### src/rtl/hash_window_match_dispatcher.sv
// ----------------------------------------------------------------------------
// hash_window_match_dispatcher
//
// Accepts one hash window per input handshake, filters out candidates that
// cannot produce a useful match, and serializes the surviving positions in
// ascending order as one match request per cycle. A window with no survivors
// still emits a single marker beat (output_req_valid=0), so window boundaries
// and delimiters always reach the match PEs.
//
// Ports:
//   clk, rst_n                  clock, synchronous active-low reset
//   cfg_min_match_len           filter threshold, sampled at input acceptance
//   input_valid / input_ready   window handshake
//   input_head_addr             address of position 0
//   input_history_valid         per-position candidate present
//   input_history_addr          per-position candidate address (flattened)
//   input_meta_match_len        per-position pre-verified length (flattened)
//   input_meta_match_can_ext    per-position "may extend" flag
//   input_data                  window bytes (flattened)
//   input_delim                 window ends a block
//   output_valid / output_ready request handshake
//   output_req_valid            beat carries a real request
//   output_offset, output_addr  position within window, head_addr + offset
//   output_history_addr, output_meta_match_len,
//   output_meta_match_can_ext, output_data   fields of the selected position
//   output_last, output_delim   final beat of window, window delim on last beat
// ----------------------------------------------------------------------------
module hash_window_match_dispatcher #(
   parameter int HASH_ISSUE_WIDTH     = 32,
   parameter int ADDR_WIDTH           = 32,
   parameter int META_MATCH_LEN_WIDTH = 6,
   localparam int OFF_W               = $clog2(HASH_ISSUE_WIDTH)
) (
   input  logic                                          clk,
   input  logic                                          rst_n,
   input  logic [META_MATCH_LEN_WIDTH-1:0]               cfg_min_match_len,
   input  logic                                          input_valid,
   output logic                                          input_ready,
   input  logic [ADDR_WIDTH-1:0]                         input_head_addr,
   input  logic [HASH_ISSUE_WIDTH-1:0]                   input_history_valid,
   input  logic [HASH_ISSUE_WIDTH*ADDR_WIDTH-1:0]        input_history_addr,
   input  logic [HASH_ISSUE_WIDTH*META_MATCH_LEN_WIDTH-1:0] input_meta_match_len,
   input  logic [HASH_ISSUE_WIDTH-1:0]                   input_meta_match_can_ext,
   input  logic [HASH_ISSUE_WIDTH*8-1:0]                 input_data,
   input  logic                                          input_delim,
   output logic                                          output_valid,
   input  logic                                          output_ready,
   output logic                                          output_req_valid,
   output logic [OFF_W-1:0]                              output_offset,
   output logic [ADDR_WIDTH-1:0]                         output_addr,
   output logic [ADDR_WIDTH-1:0]                         output_history_addr,
   output logic [META_MATCH_LEN_WIDTH-1:0]               output_meta_match_len,
   output logic                                          output_meta_match_can_ext,
   output logic [7:0]                                    output_data,
   output logic                                          output_last,
   output logic                                          output_delim
);

   localparam int W = HASH_ISSUE_WIDTH;
   localparam int A = ADDR_WIDTH;
   localparam int M = META_MATCH_LEN_WIDTH;
   localparam logic [W-1:0] LSB_ONE = W'(1);

   // Window buffer
   logic                 full;
   logic [W-1:0]         pending;
   logic [A-1:0]         head_q;
   logic [W*A-1:0]       hist_q;
   logic [W*M-1:0]       mlen_q;
   logic [W-1:0]         cext_q;
   logic [W*8-1:0]       data_q;
   logic                 delim_q;

   logic [W-1:0]         keep;
   logic [W-1:0]         sel_onehot;
   logic [OFF_W-1:0]     sel;
   logic                 any_pending;
   logic                 single_left;
   logic                 out_hs;
   logic                 in_hs;

   always_comb begin
      keep = '0;
      for (int unsigned i = 0; i < W; i++) begin
         keep[i] = input_history_valid[i] &
                   (input_meta_match_can_ext[i] |
                    (input_meta_match_len[i*M +: M] >= cfg_min_match_len));
      end
   end

   // Lowest set bit of pending, both as a one-hot mask and as an index.
   assign sel_onehot = pending & (~pending + LSB_ONE);

   always_comb begin
      sel = '0;
      for (int unsigned i = W; i > 0; i--) begin
         if (pending[i-1]) sel = OFF_W'(i - 1);
      end
   end

   assign any_pending = |pending;
   // popcount(pending) <= 1: clearing the lowest set bit leaves nothing.
   assign single_left = ((pending & (pending - LSB_ONE)) == '0);

   assign output_valid = full;
   assign out_hs       = full & output_ready;
   assign input_ready  = ~full | (out_hs & single_left);
   assign in_hs        = input_valid & input_ready;

   // Outputs are a pure mux of registered state; with pending empty the
   // beat is the empty-window marker (sel=0, so addr=head_addr).
   always_comb begin
      output_req_valid          = 1'b0;
      output_offset             = '0;
      output_addr               = '0;
      output_history_addr       = '0;
      output_meta_match_len     = '0;
      output_meta_match_can_ext = 1'b0;
      output_data               = '0;
      output_last               = 1'b0;
      output_delim              = 1'b0;
      if (full) begin
         output_offset = sel;
         output_addr   = head_q + A'(sel);
         output_last   = single_left;
         output_delim  = single_left & delim_q;
         if (any_pending) begin
            output_req_valid          = 1'b1;
            output_history_addr       = hist_q[sel*A +: A];
            output_meta_match_len     = mlen_q[sel*M +: M];
            output_meta_match_can_ext = cext_q[sel];
            output_data               = data_q[sel*8 +: 8];
         end
      end
   end

   always_ff @(posedge clk) begin
      if (!rst_n) begin
         full    <= 1'b0;
         pending <= '0;
         head_q  <= '0;
         hist_q  <= '0;
         mlen_q  <= '0;
         cext_q  <= '0;
         data_q  <= '0;
         delim_q <= 1'b0;
      end else if (in_hs) begin
         // Covers both EMPTY->FULL and the same-cycle last-beat reload.
         full    <= 1'b1;
         pending <= keep;
         head_q  <= input_head_addr;
         hist_q  <= input_history_addr;
         mlen_q  <= input_meta_match_len;
         cext_q  <= input_meta_match_can_ext;
         data_q  <= input_data;
         delim_q <= input_delim;
      end else if (out_hs) begin
         pending <= pending & ~sel_onehot;
         if (single_left) full <= 1'b0;
      end
   end

endmodule
### config.mk
export PLATFORM = sky130hd
export DESIGN_NAME = hash_window_match_dispatcher
export DESIGN_NICKNAME = d
export VERILOG_FILES = /design/src/rtl/hash_window_match_dispatcher.sv
export SDC_FILE = /design/constraint.sdc
export NUM_CORES = 2
export LEC_CHECK = 0
export BUFFER_PORTS_ARGS = -buffer_cell sky130_fd_sc_hd__buf_2
export CAP_MARGIN = 20
export CELL_PAD_IN_SITES_DETAIL_PLACEMENT = 1
export CELL_PAD_IN_SITES_GLOBAL_PLACEMENT = 2
export CORE_AREA = 2 2 655 657
export CTS_CLUSTER_SIZE = 25
export DETAILED_ROUTE_END_ITERATION = 7
export DIE_AREA = 0 0 657 659
export PLACE_DENSITY_LB_ADDON = 0.1
export SYNTH_ARGS = -nofsm -noshare
export SYNTH_HDL_FRONTEND = slang
export SYNTH_SLANG_ARGS = --single-unit
### constraint.sdc
create_clock -name clk -period 4.3 [get_ports clk]
set_input_delay 0.215 -clock clk [delete_from_list [all_inputs] [get_ports clk]]
set_output_delay 0.215 -clock clk [all_outputs]
set_load 0.03 [all_outputs]
==> metrics.cfg <==
[final_layout]
fillers = 50003
seqCellArea_mm2 = 0.03147
final_area_mm2 = 0.1261
fin_util_pct = 29.61
multi_input_area_mm2 = 0.04278
layout.nets = 15162
area_delta_synth_final_pct = 70.26
stdcell_count = 19290
drive_above_1_share_pct = 26.32

[route]
post_drt_wl_per_cell_um = 31.29
drt-initial-drc-count = 5402
routed_via_density = 4.627
vias = 89252
first_pass_iters = 5
wirelength_um = 603500
antenna_left = 0
drc = 0

[logic_synthesis]
synth_cells = 9770
syn_area_mm2 = 0.07406
ys.flop_type = dfxtp_1
synth_compound_area_share_pct = 19.76
ys_seq_area_share_pct = 42.44
synth_edf_count = 0
ys.warnings.count = 0
synth_top_family_by_area = simple AND/OR/NAND/NOR gates
syn-num-nets = 11548
synth_xor_area_share_pct = 0.2720
synth_seq_cells = 1570
syn_avg_cell_area_um2 = 7.581
synthSimpleGateAreaFrac_pct = 25.74
yosys-mux-area-fraction_pct = 2.235
async_flop_share_pct = 0
synth_cell_type_count = 67
synthAdderAreaFrac_pct = 3.413

[placed_design]
place_congestion = 0.8718
io_buffers = 1667
post-place-ws_ps = -753.7
dp_cells = 16930
place_hpwl_um = 471200
placed_area_mm2 = 0.09363

[global_routing]
grt_pass1_wl_um = 803100
grt_max_degree = 153
grt-ovfl-total = 0
grtUsageTotal_pct = 26.65
antenna_found_initial = 120
grt_pass1_vias = 94551

[critical_path]
critPathMaxFanout = 14
crit_type = reg -> out
worstPathRequired_ps = 4090
end_kind = output pin
cp.arrival_ps = 4730
start_kind = flop

[outcome]
violations = negative setup slack
status = complete, but fails checks

[clocking]
clk_pin_slew_ps = 60
clock_path_buffers = 4
clk_latency_ps = 970
cts_tree = yes
htree_levels = 4
numCtsBuffers = 220
cts_sinks = 1570
root_buffer = clkbuf_16

[sta]
tns_ps = -29420
setup_viol = 74
tightest_slew_ps = 1221
slew_headroom_pct = 17.74
drv_slew = 0
max_freq_mhz = 202.4
timing.final.ws_setup_ps = -641.7
whs_ps = 76.50
finClkSkew_ps = 56.88
rsz0062_at_grt = true
period_needed_ps = 4942
fin_crit_sh_pct = 114.9
timing_hold_violations_final = 0

[power]
leakage_nw = 50.31
power.total_mw = 54.76
p_per_area_mw_per_mm2 = 434.3
vdd_drop_max_v = 0.0003542

[floorplan]
floorplan.rows = 240
initial_utilization_pct = 17.39
coreArea_mm2 = 0.4258
die_area_mm2 = 0.4330
die_y_um = 659
pin_count = 1668
die_w_um = 657

[job]
cap_violations = 0

[hold_path]
min_path_type = in -> reg

## logic make-up (layout without fill, tap and decap cells)
logic type,after synthesis,after routing
XOR/XNOR,23,23
AO/OA/AOI/OAI,2569,2569
multiplexers,161,161
AND/OR/NAND/NOR,4241,4241
other,0,43
buffers and inverters,1004,4794
flip-flops,1570,1570
adder cells (fa/ha/maj),202,202
## area by class of cell
cell class	count	area share, %
multi-input combinational	7196	33.92
antenna	43	0.08533
tap	5687	5.643
inverter	51	0.1855
sequential	1570	24.96
timing repair buffer	4344	29.24
clock buffer	319	5.082
clock inverter	79	0.8722
timing repair inverter	1	0.01588
## synth_stat cells (4+ instances only)
library cell	number	area share, %
buf_6	79	1.2
a211oi_1	33	0.33
nand4b_1	4	0.047
xor2_1	7	0.083
mux2_2	35	0.53
buf_1	177	0.90
o21ai_1	701	4.7
o31ai_1	24	0.24
o311ai_0	32	0.38
o22ai_1	91	0.77
o31a_1	5	0.059
a31oi_1	50	0.42
nor2_1	103	0.52
nor3_1	78	0.53
o2111ai_1	37	0.44
nand4_1	45	0.38
o211ai_1	12	0.12
o221a_2	10	0.15
clkbuf_1	556	2.8
a21oi_1	233	1.6
ha_1	198	3.3
o221ai_1	214	2.5
inv_1	51	0.26
or4_1	13	0.13
or3_1	46	0.39
a311oi_1	13	0.15
a2111oi_0	18	0.21
nor2b_1	68	0.57
a21boi_0	14	0.14
dfxtp_1	1570	42
buf_2	136	0.92
o21ai_0	1042	7.0
xnor2_1	16	0.19
nand3_1	1621	11
nand2_1	2079	11
a21o_1	10	0.10
and2_1	30	0.25
and3_1	39	0.33
nand2b_1	68	0.57
nor4_1	29	0.24
nor4_4	4	0.11
o21a_1	12	0.12
mux2i_1	126	1.7
buf_4	5	0.051
## per-layer routing
metal  up-vias  track usage, %  routed length [um]
li1      41846               -                   -
met1     44282           31.46              246400
met2      2206           47.56              299600
met3       850           3.229               21800
met4        68           13.06               35370
met5         -               0                 440
## state kept, by name, indices dropped and copies added (netlist names)
register and cells:
cext_q 32, data_q 256, delim_q 1, head_q 32, hist_q 1024, mlen_q 192
output_valid 1, pending 32
## cells in the final DEF, fill, tap and decap left out, types with 43 or more instances in the layout
cell,netlist,final
a21oi_1,233,194
buf_12,0,181
buf_2,136,1591
buf_4,5,590
buf_6,79,169
clkbuf_1,556,47
clkbuf_16,0,237
clkbuf_8,0,51
clkinv_2,0,43
dfxtp_1,1570,1552
diode_2,0,43
dlygate4sd3_1,0,1743
ha_1,198,196
inv_1,51,43
mux2i_1,126,108
nand2_1,2079,2057
nand2b_1,68,66
nand3_1,1621,1596
nand4_1,45,45
nor2_1,103,83
nor2b_1,68,68
o21ai_0,1042,983
o21ai_1,701,721
o221ai_1,214,145
o22ai_1,91,60
## path summary, 6_finish.rpt
check / depth (start not counted) / slack (ps) / start / endpoint
max: 13 / -640 / pending[21]$_SDFFE_PN0P_ / output_history_addr[7]
min: 4 / 80 / input_history_addr[136] / hist_q[136]$_SDFFE_PN0P_
max reg2reg: 14 / 310 / pending[11]$_SDFFE_PN0P_ / head_q[15]$_SDFFE_PN0P_
min reg2reg: 2 / 460 / hist_q[213]$_SDFFE_PN0P_ / hist_q[213]$_SDFFE_PN0P_
## power breakdown
part / switching [mW] / leakage, nW / internal (mW) / total, mW
Sequential: 0.872 / 12.9 / 15.7 / 16.5
Clock: 7.99 / 3.70 / 11.5 / 19.5
Combinational: 11.2 / 33.7 / 7.53 / 18.7
## critical path: stages (launching register included)
cell	delay (ps)
dfxtp_4	360
or3_4	390
o21a_4	230
buf_6	110
o211ai_1	330
clkbuf_16	220
a21oi_4	50
buf_12	180
buf_12	160
buf_4	150
buf_6	160
o21ai_0	480
nand4_1	570
buf_6	330
## timing repair
item,4_1_cts,5_1_grt
pin swaps,96,158
resized for setup,697,486
hold endpoints to repair,1570,0
cloned,13,12
hold buffers,1743,0
setup endpoints to repair,81,78
setup buffers,88,107
(Power assumes the default switching activity.)
